### src/rtl/sdram_port_arbiter_if.sv
// Bus bundle between the two SDRAM requesters, the arbiter and the SDRAM controller user port.
// slave = arbiter view, master = requester/controller environment view.
interface sdram_port_arbiter_if #(
  parameter int unsigned ADDR_W = 21
);
  logic              m0_req;
  logic              m0_we;
  logic [ADDR_W-1:0] m0_addr;
  logic [31:0]       m0_wdata;
  logic [3:0]        m0_wmask;
  logic              m0_done;
  logic              m0_err;
  logic [31:0]       m0_rdata;

  logic              m1_req;
  logic              m1_we;
  logic [ADDR_W-1:0] m1_addr;
  logic [31:0]       m1_wdata;
  logic [3:0]        m1_wmask;
  logic              m1_done;
  logic              m1_err;
  logic [31:0]       m1_rdata;

  logic              sd_req;
  logic              sd_we;
  logic [ADDR_W-1:0] sd_addr;
  logic [31:0]       sd_wdata;
  logic [3:0]        sd_wmask;
  logic              sd_ack;
  logic              sd_done;
  logic [31:0]       sd_rdata;

  logic              gnt;

  modport slave (
    input  m0_req, m0_we, m0_addr, m0_wdata, m0_wmask,
    output m0_done, m0_err, m0_rdata,
    input  m1_req, m1_we, m1_addr, m1_wdata, m1_wmask,
    output m1_done, m1_err, m1_rdata,
    output sd_req, sd_we, sd_addr, sd_wdata, sd_wmask,
    input  sd_ack, sd_done, sd_rdata,
    output gnt
  );

  modport master (
    output m0_req, m0_we, m0_addr, m0_wdata, m0_wmask,
    input  m0_done, m0_err, m0_rdata,
    output m1_req, m1_we, m1_addr, m1_wdata, m1_wmask,
    input  m1_done, m1_err, m1_rdata,
    input  sd_req, sd_we, sd_addr, sd_wdata, sd_wmask,
    output sd_ack, sd_done, sd_rdata,
    input  gnt
  );
endinterface

### src/rtl/sdram_port_arbiter.sv
// Two-port arbiter in front of the SDRAM controller user port: one transaction in flight, watchdog abort.
// Define SDRAM_ARB_PRIO0_EN for fixed priority to port 0; default is round-robin.
module sdram_port_arbiter #(
  parameter int unsigned ADDR_W  = 21,
  parameter int unsigned TMO_CYC = 1024
) (
  input logic                 clk,
  input logic                 rst_n,
  sdram_port_arbiter_if.slave bus
);

  localparam int unsigned WDOG_W = (TMO_CYC > 2) ? $clog2(TMO_CYC) : 1;

  localparam logic [1:0] S_IDLE  = 2'd0;
  localparam logic [1:0] S_ISSUE = 2'd1;
  localparam logic [1:0] S_WAIT  = 2'd2;
  localparam logic [1:0] S_DONE  = 2'd3;

  logic [1:0]        state_q,    state_d;
  logic              gnt_q,      gnt_d;
  logic              sd_req_q,   sd_req_d;
  logic              sd_we_q,    sd_we_d;
  logic [ADDR_W-1:0] sd_addr_q,  sd_addr_d;
  logic [31:0]       sd_wdata_q, sd_wdata_d;
  logic [3:0]        sd_wmask_q, sd_wmask_d;
  logic [WDOG_W-1:0] wdog_q,     wdog_d;
  logic              m0_done_q,  m0_done_d;
  logic              m1_done_q,  m1_done_d;
  logic              m0_err_q,   m0_err_d;
  logic              m1_err_q,   m1_err_d;
  logic [31:0]       m0_rdata_q, m0_rdata_d;
  logic [31:0]       m1_rdata_q, m1_rdata_d;

  logic              win_c;
  logic              fin_c;
  logic              abort_c;
  logic              wdog_exp_c;

`ifndef SDRAM_ARB_PRIO0_EN
  // rr_q holds the last winner; reset to 1 so port 0 takes the first tie
  logic              rr_q,       rr_d;
`endif

  always_comb begin
`ifdef SDRAM_ARB_PRIO0_EN
    win_c = !bus.m0_req;
`else
    win_c = (bus.m0_req && bus.m1_req) ? !rr_q : bus.m1_req;
`endif
  end

  assign wdog_exp_c = (wdog_q == WDOG_W'(TMO_CYC - 1));

  // Next-state and registered-output logic
  always_comb begin
    state_d    = state_q;
    gnt_d      = gnt_q;
    sd_req_d   = sd_req_q;
    sd_we_d    = sd_we_q;
    sd_addr_d  = sd_addr_q;
    sd_wdata_d = sd_wdata_q;
    sd_wmask_d = sd_wmask_q;
    wdog_d     = wdog_q;
    m0_done_d  = 1'b0;
    m1_done_d  = 1'b0;
    m0_err_d   = 1'b0;
    m1_err_d   = 1'b0;
    m0_rdata_d = m0_rdata_q;
    m1_rdata_d = m1_rdata_q;
    fin_c      = 1'b0;
    abort_c    = 1'b0;
`ifndef SDRAM_ARB_PRIO0_EN
    rr_d       = rr_q;
`endif

    case (state_q)
      S_IDLE: begin
        if (bus.m0_req || bus.m1_req) begin
          gnt_d      = win_c;
          sd_req_d   = 1'b1;
          sd_we_d    = win_c ? bus.m1_we    : bus.m0_we;
          sd_addr_d  = win_c ? bus.m1_addr  : bus.m0_addr;
          sd_wdata_d = win_c ? bus.m1_wdata : bus.m0_wdata;
          sd_wmask_d = win_c ? bus.m1_wmask : bus.m0_wmask;
          wdog_d     = '0;
          state_d    = S_ISSUE;
`ifndef SDRAM_ARB_PRIO0_EN
          rr_d       = win_c;
`endif
        end
      end
      S_ISSUE: begin
        if (bus.sd_ack) begin
          sd_req_d = 1'b0;
          wdog_d   = '0;
          if (bus.sd_done) begin
            fin_c   = 1'b1;
            state_d = S_DONE;
          end else begin
            state_d = S_WAIT;
          end
        end else if (wdog_exp_c) begin
          // controller never accepted the command
          sd_req_d = 1'b0;
          abort_c  = 1'b1;
          state_d  = S_DONE;
        end else begin
          wdog_d = wdog_q + WDOG_W'(1);
        end
      end
      S_WAIT: begin
        if (bus.sd_done) begin
          fin_c   = 1'b1;
          state_d = S_DONE;
        end else if (wdog_exp_c) begin
          abort_c = 1'b1;
          state_d = S_DONE;
        end else begin
          wdog_d = wdog_q + WDOG_W'(1);
        end
      end
      default: begin
        state_d = S_IDLE;
      end
    endcase

    // Completion is routed to the port that owns the transaction
    if (fin_c || abort_c) begin
      if (gnt_q) begin
        m1_done_d  = 1'b1;
        m1_err_d   = abort_c;
        m1_rdata_d = abort_c ? 32'h0 : bus.sd_rdata;
      end else begin
        m0_done_d  = 1'b1;
        m0_err_d   = abort_c;
        m0_rdata_d = abort_c ? 32'h0 : bus.sd_rdata;
      end
    end
  end

  always_ff @(posedge clk or negedge rst_n) begin
    if (!rst_n) begin
      state_q    <= S_IDLE;
      gnt_q      <= 1'b0;
      sd_req_q   <= 1'b0;
      sd_we_q    <= 1'b0;
      sd_addr_q  <= '0;
      sd_wdata_q <= '0;
      sd_wmask_q <= '0;
      wdog_q     <= '0;
      m0_done_q  <= 1'b0;
      m1_done_q  <= 1'b0;
      m0_err_q   <= 1'b0;
      m1_err_q   <= 1'b0;
      m0_rdata_q <= '0;
      m1_rdata_q <= '0;
    end else begin
      state_q    <= state_d;
      gnt_q      <= gnt_d;
      sd_req_q   <= sd_req_d;
      sd_we_q    <= sd_we_d;
      sd_addr_q  <= sd_addr_d;
      sd_wdata_q <= sd_wdata_d;
      sd_wmask_q <= sd_wmask_d;
      wdog_q     <= wdog_d;
      m0_done_q  <= m0_done_d;
      m1_done_q  <= m1_done_d;
      m0_err_q   <= m0_err_d;
      m1_err_q   <= m1_err_d;
      m0_rdata_q <= m0_rdata_d;
      m1_rdata_q <= m1_rdata_d;
    end
  end

`ifndef SDRAM_ARB_PRIO0_EN
  always_ff @(posedge clk or negedge rst_n) begin
    if (!rst_n) rr_q <= 1'b1;
    else        rr_q <= rr_d;
  end
`endif

  assign bus.gnt      = gnt_q;
  assign bus.sd_req   = sd_req_q;
  assign bus.sd_we    = sd_we_q;
  assign bus.sd_addr  = sd_addr_q;
  assign bus.sd_wdata = sd_wdata_q;
  assign bus.sd_wmask = sd_wmask_q;
  assign bus.m0_done  = m0_done_q;
  assign bus.m1_done  = m1_done_q;
  assign bus.m0_err   = m0_err_q;
  assign bus.m1_err   = m1_err_q;
  assign bus.m0_rdata = m0_rdata_q;
  assign bus.m1_rdata = m1_rdata_q;

endmodule

### src/flat_wrapper.sv
// flat-port wrapper written by rule: the top's interface ports become plain ports
module sdram_port_arbiter_flat 
#(
  parameter int unsigned ADDR_W  = 21,
  parameter int unsigned TMO_CYC = 1024
)
  (clk, rst_n, bus_m0_req, bus_m0_we, bus_m0_addr, bus_m0_wdata, bus_m0_wmask, bus_m0_done, bus_m0_err, bus_m0_rdata, bus_m1_req, bus_m1_we, bus_m1_addr, bus_m1_wdata, bus_m1_wmask, bus_m1_done, bus_m1_err, bus_m1_rdata, bus_sd_req, bus_sd_we, bus_sd_addr, bus_sd_wdata, bus_sd_wmask, bus_sd_ack, bus_sd_done, bus_sd_rdata, bus_gnt);
  sdram_port_arbiter_if #(.ADDR_W(ADDR_W)) bus_i ();
  input logic clk;
  input logic rst_n;
  input wire logic [$bits(bus_i.m0_req)-1:0] bus_m0_req;
  input wire logic [$bits(bus_i.m0_we)-1:0] bus_m0_we;
  input wire logic [$bits(bus_i.m0_addr)-1:0] bus_m0_addr;
  input wire logic [$bits(bus_i.m0_wdata)-1:0] bus_m0_wdata;
  input wire logic [$bits(bus_i.m0_wmask)-1:0] bus_m0_wmask;
  output wire logic [$bits(bus_i.m0_done)-1:0] bus_m0_done;
  output wire logic [$bits(bus_i.m0_err)-1:0] bus_m0_err;
  output wire logic [$bits(bus_i.m0_rdata)-1:0] bus_m0_rdata;
  input wire logic [$bits(bus_i.m1_req)-1:0] bus_m1_req;
  input wire logic [$bits(bus_i.m1_we)-1:0] bus_m1_we;
  input wire logic [$bits(bus_i.m1_addr)-1:0] bus_m1_addr;
  input wire logic [$bits(bus_i.m1_wdata)-1:0] bus_m1_wdata;
  input wire logic [$bits(bus_i.m1_wmask)-1:0] bus_m1_wmask;
  output wire logic [$bits(bus_i.m1_done)-1:0] bus_m1_done;
  output wire logic [$bits(bus_i.m1_err)-1:0] bus_m1_err;
  output wire logic [$bits(bus_i.m1_rdata)-1:0] bus_m1_rdata;
  output wire logic [$bits(bus_i.sd_req)-1:0] bus_sd_req;
  output wire logic [$bits(bus_i.sd_we)-1:0] bus_sd_we;
  output wire logic [$bits(bus_i.sd_addr)-1:0] bus_sd_addr;
  output wire logic [$bits(bus_i.sd_wdata)-1:0] bus_sd_wdata;
  output wire logic [$bits(bus_i.sd_wmask)-1:0] bus_sd_wmask;
  input wire logic [$bits(bus_i.sd_ack)-1:0] bus_sd_ack;
  input wire logic [$bits(bus_i.sd_done)-1:0] bus_sd_done;
  input wire logic [$bits(bus_i.sd_rdata)-1:0] bus_sd_rdata;
  output wire logic [$bits(bus_i.gnt)-1:0] bus_gnt;
  assign bus_i.m0_req = bus_m0_req;
  assign bus_i.m0_we = bus_m0_we;
  assign bus_i.m0_addr = bus_m0_addr;
  assign bus_i.m0_wdata = bus_m0_wdata;
  assign bus_i.m0_wmask = bus_m0_wmask;
  assign bus_m0_done = bus_i.m0_done;
  assign bus_m0_err = bus_i.m0_err;
  assign bus_m0_rdata = bus_i.m0_rdata;
  assign bus_i.m1_req = bus_m1_req;
  assign bus_i.m1_we = bus_m1_we;
  assign bus_i.m1_addr = bus_m1_addr;
  assign bus_i.m1_wdata = bus_m1_wdata;
  assign bus_i.m1_wmask = bus_m1_wmask;
  assign bus_m1_done = bus_i.m1_done;
  assign bus_m1_err = bus_i.m1_err;
  assign bus_m1_rdata = bus_i.m1_rdata;
  assign bus_sd_req = bus_i.sd_req;
  assign bus_sd_we = bus_i.sd_we;
  assign bus_sd_addr = bus_i.sd_addr;
  assign bus_sd_wdata = bus_i.sd_wdata;
  assign bus_sd_wmask = bus_i.sd_wmask;
  assign bus_i.sd_ack = bus_sd_ack;
  assign bus_i.sd_done = bus_sd_done;
  assign bus_i.sd_rdata = bus_sd_rdata;
  assign bus_gnt = bus_i.gnt;
  sdram_port_arbiter #(.ADDR_W(ADDR_W), .TMO_CYC(TMO_CYC)) u_core (.clk(clk), .rst_n(rst_n), .bus(bus_i));
endmodule
### config.mk
export PLATFORM = sky130hd
export DESIGN_NAME = sdram_port_arbiter_flat
export DESIGN_NICKNAME = d
export VERILOG_FILES = /design/src/rtl/sdram_port_arbiter_if.sv /design/src/rtl/sdram_port_arbiter.sv /design/src/flat_wrapper.sv
export SDC_FILE = /design/constraint.sdc
export NUM_CORES = 1
export LEC_CHECK = 0
export ABC_CLOCK_PERIOD_IN_PS = 3240
export CORE_AREA = 2 2 119 121
export CTS_CLUSTER_DIAMETER = 30
export CTS_CLUSTER_SIZE = 10
export DETAILED_ROUTE_END_ITERATION = 8
export DIE_AREA = 0 0 121 123
export DONT_BUFFER_PORTS = 1
export GPL_TIMING_DRIVEN = 0
export SLEW_MARGIN = 20
export SYNTH_ARGS = -nofsm -noshare
export SYNTH_HDL_FRONTEND = slang
export SYNTH_SLANG_ARGS = --single-unit
### constraint.sdc
create_clock -name clk -period 3.24 [get_ports clk]
set_input_delay 0.324 -clock clk [delete_from_list [all_inputs] [get_ports clk]]
set_output_delay 0.324 -clock clk [all_outputs]
set_load 0.02 [all_outputs]
==> results.py, run 1 <==
metrics = {
    "status": {
        "status": "finished, violations left",
        "violations": "hold timing",
    },
    "layout": {
        "stdcell_area_um2": 6950,
        "nets": 691,
        "drive_above_1_share": 0.136,
        "area_growth_pct": 14.8,
        "diodes": 0,
    },
    "placement": {
        "numPortBuffers": 0,
        "place_congestion": 0.812,
        "place_hpwl_mm": 11.6,
        "placed_cell_area_um2": 6280,
    },
    "cts": {
        "path_clk_slew_ns": 0.06,
        "root_buffer": "clkbuf_16",
        "tritoncts": "built",
        "clock-sinks": 141,
        "cts_hold_buffers": 1,
        "clock_latency_ns": 0.41,
        "cts_made_buffers": 17,
        "cts_repair_resize_count": 0,
        "postCtsSetupRepairBufs": 0,
        "clock_path_buffers": 2,
        "htree_levels": 4,
    },
    "sta": {
        "max_clock_freq_mhz": 454,
        "tightest_slew_ns": 0.574,
        "clock-skew-final_ns": 0.00540,
        "fin_tns_setup_ns": 0,
        "period_minus_slack_ns": 2.20,
        "slew_headroom": 0.616,
        "hold_ws_ns": -0.394,
        "hold_violations": 141,
        "final.period_utilization": 0.679,
        "rsz0062_at_grt": "false",
        "setup_violations": 0,
        "drv_slew": 0,
    },
    "setup_path": {
        "worstSetupEndpointType": "flip-flop",
        "crit_path_top_delay_cell": "dfrtp_1",
        "arrival_ns": 2.52,
        "r2r_start": "u_core.state_q[1]$_DFFE_PN0P_",
        "cp_max_fo": 10,
        "ff2ff_setup_slack_ns": 1.04,
        "rr_endpoint": "u_core.bus.sd_wdata[27]$_DFFE_PN0P_",
        "start_kind": "flip-flop",
        "critPathKind": "reg2reg",
        "critical-path-max-stage-delay_ns": 0.40,
        "crit_chain": "inv_1, ha_1, buf_6, or3b_1, buf_6, nand2_2, buf_4, buf_4, nand2_1, o21ai_0",
        "reg2reg_depth": 10,
        "required_ns": 3.56,
    },
    "yosys": {
        "yosys-top-cells-area": "dfrtp_1, mux2i_1, a22o_1",
        "yosysTopAreaCell": "dfrtp_1",
        "yosysTopAreaCellShare": 0.579,
        "synth-edff-count": 0,
        "ys_types": 51,
        "synth_fp_nets": 671,
        "avgSynthCellArea_um2": 11.8,
        "ys_top_cells_by_count": "dfrtp_1, a22o_1, o21ai_0",
        "ys.flop_type": "dfrtp_1",
        "synth_area_um2": 6050,
        "synth_seq_area_share": 0.583,
        "syn_inst": 512,
        "synth.most_common_cell": "dfrtp_1",
        "yosysWarnings": 0,
        "synthArstFlopShare": 1.00,
        "ys_seq_elements": 141,
    },
    "die": {
        "initial_utilization": 0.445,
        "coreArea_um2": 13600,
        "dieArea_um2": 14900,
        "die-height_um": 123,
        "ioPinCount": 282,
        "rows": 43,
        "die_w_um": 121,
    },
    "pwr": {
        "finalPower_w": 0.00798,
        "p_comb_frac": 0.227,
        "peakVddDrop_uv": 536,
        "power_density_nw_per_um2": 1150,
        "cellInternalPower_w": 0.00473,
        "power_frac_seq": 0.501,
        "p_leak_nw": 3.17,
        "clkPwrFrac": 0.272,
        "swShare": 0.407,
        "switchingPower_w": 0.00325,
    },
    "grt": {
        "overflow": 0,
        "grt_usage": 0.210,
        "grt_pass1_vias": 4276,
        "grt_max_degree": 142,
        "grt_pass1_wl_mm": 23.8,
        "antenna_found_initial": 0,
    },
    "routing": {
        "highest_layer": "met4",
        "wl_mm": 15.8,
        "dr_wl_met2_mm": 7.65,
        "wl_met3_mm": 1.10,
        "firstDrtPassIters": 4,
        "wl_met1_mm": 6.72,
        "drc_errors": 0,
        "via_per_inst": 5.86,
        "vias": 4250,
        "wl_per_cell_um": 21.8,
        "drt_iter0_drc": 241,
        "ant_nets": 0,
    },
    "flow_run": {
        "drv_cap": 0,
    },
    "hold_path": {
        "worstHoldPathType": "in2async",
    },
}
-- cell families (layout without fill, tap and decap cells) --
kind of cell | after synthesis | after routing | synth area share
buf+inv | 41 | 74 | 0.0358
flops | 141 | 141 | 0.583
simple gates | 100 | 100 | 0.0781
compound gates | 167 | 167 | 0.197
mux | 58 | 58 | 0.0959
fa+ha+maj | 5 | 5 | 0.0103
-- flip-flops by register name, summed over array words and instances (netlist names) --
signal	cells
u_core.bus.sd_wmask	4
u_core.bus.sd_we	1
u_core.bus.m1_rdata	32
u_core.bus.m1_err	1
u_core.bus.m0_rdata	32
u_core.bus.m0_err	1
u_core.bus.sd_req	1
u_core.bus.gnt	1
u_core.wdog_q	10
u_core.rr_q	1
u_core.bus.sd_wdata	32
u_core.bus.m0_done	1
u_core.bus.m1_done	1
u_core.state_q	2
u_core.bus.sd_addr	21
-- cells in the final DEF, fill, tap and decap left out, types with 2 or more instances in the layout --
cell type	synthesis	layout
inv_1	6	6
clkbuf_8	0	2
o21ai_0	64	64
o21bai_1	2	2
and2_1	2	2
o21a_1	2	2
nor2_1	5	5
nand3_1	7	7
nand2b_1	3	3
bufinv_16	0	5
or3_1	2	2
a22oi_2	2	2
a211oi_2	2	2
clkbuf_16	0	17
buf_2	22	22
a211oi_1	3	3
clkinvlp_4	0	2
a31oi_1	3	3
mux2i_1	58	58
nor3_1	2	2
and4_1	2	2
a21o_1	2	2
buf_6	2	2
dfrtp_1	140	140
and3_1	3	3
a22o_1	65	65
buf_4	5	5
inv_6	0	3
nand2_1	63	63
a21oi_1	9	9
o31ai_1	2	2
clkbuf_1	5	5
ha_1	5	5
clkinv_2	0	2
or4_1	2	2
-- cell type report --
class	instances	area, µm²
fill	1201	6660
sequential	141	3530
multi-input combinational	330	2310
clock buffer	19	453
tap	180	225
clock inverter	13	210
buffer	35	194
inverter	6	22.5
timing repair buffer	1	10.0
-- critical path, delay by kind of cell (launching register included) --
kind	cells	cell delay, ns
adder cells (fa/ha/maj)	1	0.16
flip-flops	1	0.40
AND/OR/NAND/NOR	3	0.62
buffers and inverters	5	0.82
AO/OA/AOI/OAI	1	0.09
-- power by group through the flow --
stage	Sequential (W)	Combinational, W	Clock (W)
5_1_grt	0.00407	0.00205	0.00229
6_report	0.00399	0.00181	0.00217
3_3_place_gp	0.00401	0.00175	0
3_5_place_dp	0.00403	0.00183	0
4_1_cts	0.00401	0.00183	0.00221
2_1_floorplan	0.00379	0.00144	0
-- how the worst max path moves through the flow --
stage | startpoint | to | slack [ns] | depth (start not counted)
after CTS | u_core.state_q[0]$_DFFE_PN0P_ | u_core.bus.sd_wdata[27]$_DFFE_PN0P_ | 1.02 | 10
after floorplan | u_core.state_q[0]$_DFFE_PN0P_ | u_core.wdog_q[9]$_DFFE_PN0P_ | 1.35 | 8
after detailed placement | u_core.state_q[0]$_DFFE_PN0P_ | u_core.bus.sd_wdata[26]$_DFFE_PN0P_ | 1.04 | 10
final | u_core.state_q[1]$_DFFE_PN0P_ | u_core.bus.sd_wdata[27]$_DFFE_PN0P_ | 1.04 | 10
after global routing | u_core.state_q[0]$_DFFE_PN0P_ | u_core.bus.sd_wdata[20]$_DFFE_PN0P_ | 0.87 | 8
after global placement | u_core.state_q[0]$_DFFE_PN0P_ | u_core.bus.sd_wdata[27]$_DFFE_PN0P_ | 1.10 | 10
-- stage by stage --
stage,setup slack (ns),util,instances
2_1_floorplan,1.35,-,512
3_3_place_gp,1.10,0.461,692
3_5_place_dp,1.04,0.461,692
4_1_cts,1.02,0.511,725
5_1_grt,0.870,0.511,725
6_report,1.04,0.511,725
-- per-layer routing --
layer  vias to the layer above  global-route usage
met1                      2153               0.276
met4                         0              0.0763
met3                        24              0.0669
met5                         -                   0
met2                       158               0.327
li1                       1915                   -
No activity file was read; power rests on OpenSTA's default activity.
==> run 2: changes to the inputs <==
- ABC_CLOCK_PERIOD_IN_PS: 3240 -> 1960
- clock period: 3.24 -> 1.96 ns (I/O delays scaled with it)
==> results.py, run 2 (synthesis gave the netlist of run 1 again) <==
metrics = {
    "status": {
        "status": "finished, violations left",
        "violations": "hold timing",
    },
    "cts": {
        "clock_path_buffers": 2,
        "path_clk_slew_ns": 0.06,
        "htree_levels": 4,
        "tritoncts": "built",
        "root_buffer": "clkbuf_16",
        "clock-sinks": 141,
        "clock_latency_ns": 0.41,
        "cts_made_buffers": 17,
    },
    "sta": {
        "clock-skew-final_ns": 0.00589,
        "setup_ws_ns": 0.0374,
        "hold_violations": 142,
        "setup_violations": 0,
        "slew_headroom": 0.653,
        "period_minus_slack_ns": 1.92,
        "tightest_slew_ns": 0.515,
        "drv_slew": 0,
        "hold_ws_ns": -0.522,
        "max_clock_freq_mhz": 520,
        "final.period_utilization": 0.981,
        "fin_tns_setup_ns": 0,
        "rsz0062_at_grt": "true",
    },
    "grt": {
        "grt_pass1_vias": 4756,
        "overflow": 0,
        "antenna_found_initial": 0,
        "grt_max_degree": 142,
        "grt_usage": 0.227,
        "grt_pass1_wl_mm": 26.1,
    },
    "layout": {
        "final_cell_mix": "dfrtp_1, dlygate4sd3_1, a22o_1, nand2_1, o21ai_0",
        "final_util": 0.595,
        "area_growth_pct": 33.9,
        "final_common_cell": "dfrtp_1",
        "diodes": 0,
        "nets": 781,
        "nFillCells": 1085,
        "drive_above_1_share": 0.194,
    },
    "routing": {
        "drt_iter0_drc": 300,
        "drc_errors": 0,
        "via_per_inst": 5.72,
        "ant_nets": 0,
        "firstDrtPassIters": 4,
        "wl_mm": 17.4,
        "vias": 4664,
        "wl_per_cell_um": 21.3,
    },
    "pwr": {
        "power_frac_seq": 0.473,
        "cellInternalPower_w": 0.00833,
        "finalPower_w": 0.0140,
        "power_density_nw_per_um2": 1730,
        "p_comb_frac": 0.270,
        "switchingPower_w": 0.00569,
        "peakVddDrop_uv": 1240,
        "swShare": 0.406,
        "clkPwrFrac": 0.256,
        "p_leak_nw": 3.62,
    },
    "setup_path": {
        "critical-path-max-stage-delay_ns": 0.45,
        "worstSetupEndpointType": "flip-flop",
        "cp_max_fo": 6,
        "required_ns": 2.26,
        "start_kind": "flip-flop",
        "critPathKind": "reg2reg",
        "crit_path_top_delay_cell": "dfrtp_2",
        "arrival_ns": 2.22,
        "crit_path_frequent_cell": "buf_4",
        "crit_chain": "inv_4, ha_4, nand2b_2, a211oi_2, a22oi_2, buf_6, buf_4, buf_4, a22o_1",
    },
    "die": {
        "die_w_um": 121,
        "coreArea_um2": 13600,
        "die-height_um": 123,
        "ioPinCount": 282,
        "rows": 43,
        "dieArea_um2": 14900,
        "initial_utilization": 0.445,
    },
    "placement": {
        "place_hpwl_mm": 11.6,
        "dp_slack_ns": -0.241,
        "numPortBuffers": 0,
        "place_congestion": 0.812,
    },
    "flow_run": {
        "drv_cap": 0,
    },
    "hold_path": {
        "worstHoldPathType": "in2async",
    },
}
==> run 2: cell count changes in the layout (fill, tap and decap cells not counted), moves of 3 or more <==
cell,change
o21ai_0,-3
buf_2,-13
nand2_8,+3
a21oi_1,-3
ha_1,-4
buf_6,+8
dlygate4sd3_1,+73
ha_4,+3
buf_4,+19
clkbuf_1,-5
==> run 2: critical path, delay by kind of cell (launching register included) <==
| kind | cells | cell delay, ns |
|---|---|---|
| AOI/OAI and AO/OA | 3 | 0.56 |
| adders and majority gates | 1 | 0.18 |
| buffers and inverters | 4 | 0.49 |
| DFF | 1 | 0.45 |
| and+or+nand+nor | 1 | 0.13 |
==> run 2: power by group through the flow <==
stage	combinational, W	clock (W)	sequential [W]
5_1_grt	0.00421	0.00378	0.00675
3_3_place_gp	0.00289	0	0.00664
2_1_floorplan	0.00238	0	0.00627
3_5_place_dp	0.00303	0	0.00666
4_1_cts	0.00345	0.00365	0.00665
6_report	0.00379	0.00359	0.00663
==> run 2: worst paths after layout <==
kind / endpoint / slack, ns / from / cells past startpoint
max: u_core.bus.m1_rdata[31]$_DFFE_PN0P_ / 0.04 / u_core.state_q[0]$_DFFE_PN0P_ / 9
min: u_core.bus.m0_rdata[19]$_DFFE_PN0P_ / -0.52 / rst_n / 0
max reg2reg: u_core.bus.m1_rdata[31]$_DFFE_PN0P_ / 0.04 / u_core.state_q[0]$_DFFE_PN0P_ / 9
min reg2reg: u_core.wdog_q[1]$_DFFE_PN0P_ / 0.56 / u_core.wdog_q[1]$_DFFE_PN0P_ / 1
max in group asynchronous: u_core.rr_q$_DFFE_PN1P_ / 2.21 / rst_n / 0
min in group clk: u_core.bus.sd_wmask[1]$_DFFE_PN0P_ / 0 / bus_m0_wmask[1] / 2
==> run 2: what timing repair did <==
item,in CTS,in global routing
cloned,0,2
gates resized for setup,40,40
endpoints found under the hold margin,226,142
pin swaps,5,13
hold buffers,72,2
buffers inserted,7,9
endpoints found under the setup margin,131,123
==> run 2: per-stage QoR <==
step	hold slack, ns	std cells	instance area [µm²]
after global placement	-0.0969	692	6280
after floorplan	-0.0996	512	6050
final	-0.522	815	8110
after detailed placement	-0.0970	692	6280
after global routing	-0.549	815	8110
after CTS	-0.539	802	7860
==> run 2: layout make-up <==
cell class                 count  area, µm²  area share
sequential                   141       3530       0.436
buffer                        34        280      0.0346
timing repair buffer          90        868       0.107
clock inverter                13        210      0.0259
clock buffer                  19        453      0.0559
tap                          180        225      0.0278
multi-input combinational    332       2510       0.310
inverter                       6       25.0     0.00309
==> run 2: layer usage <==
metal / track usage / vias to the layer above / wire (µm)
met1: 0.285 / 2358 / 7090
li1: - / 2102 / -
met3: 0.0655 / 28 / 1060
met2: 0.377 / 176 / 8880
met5: 0 / - / 0
met4: 0.0821 / 0 / 365
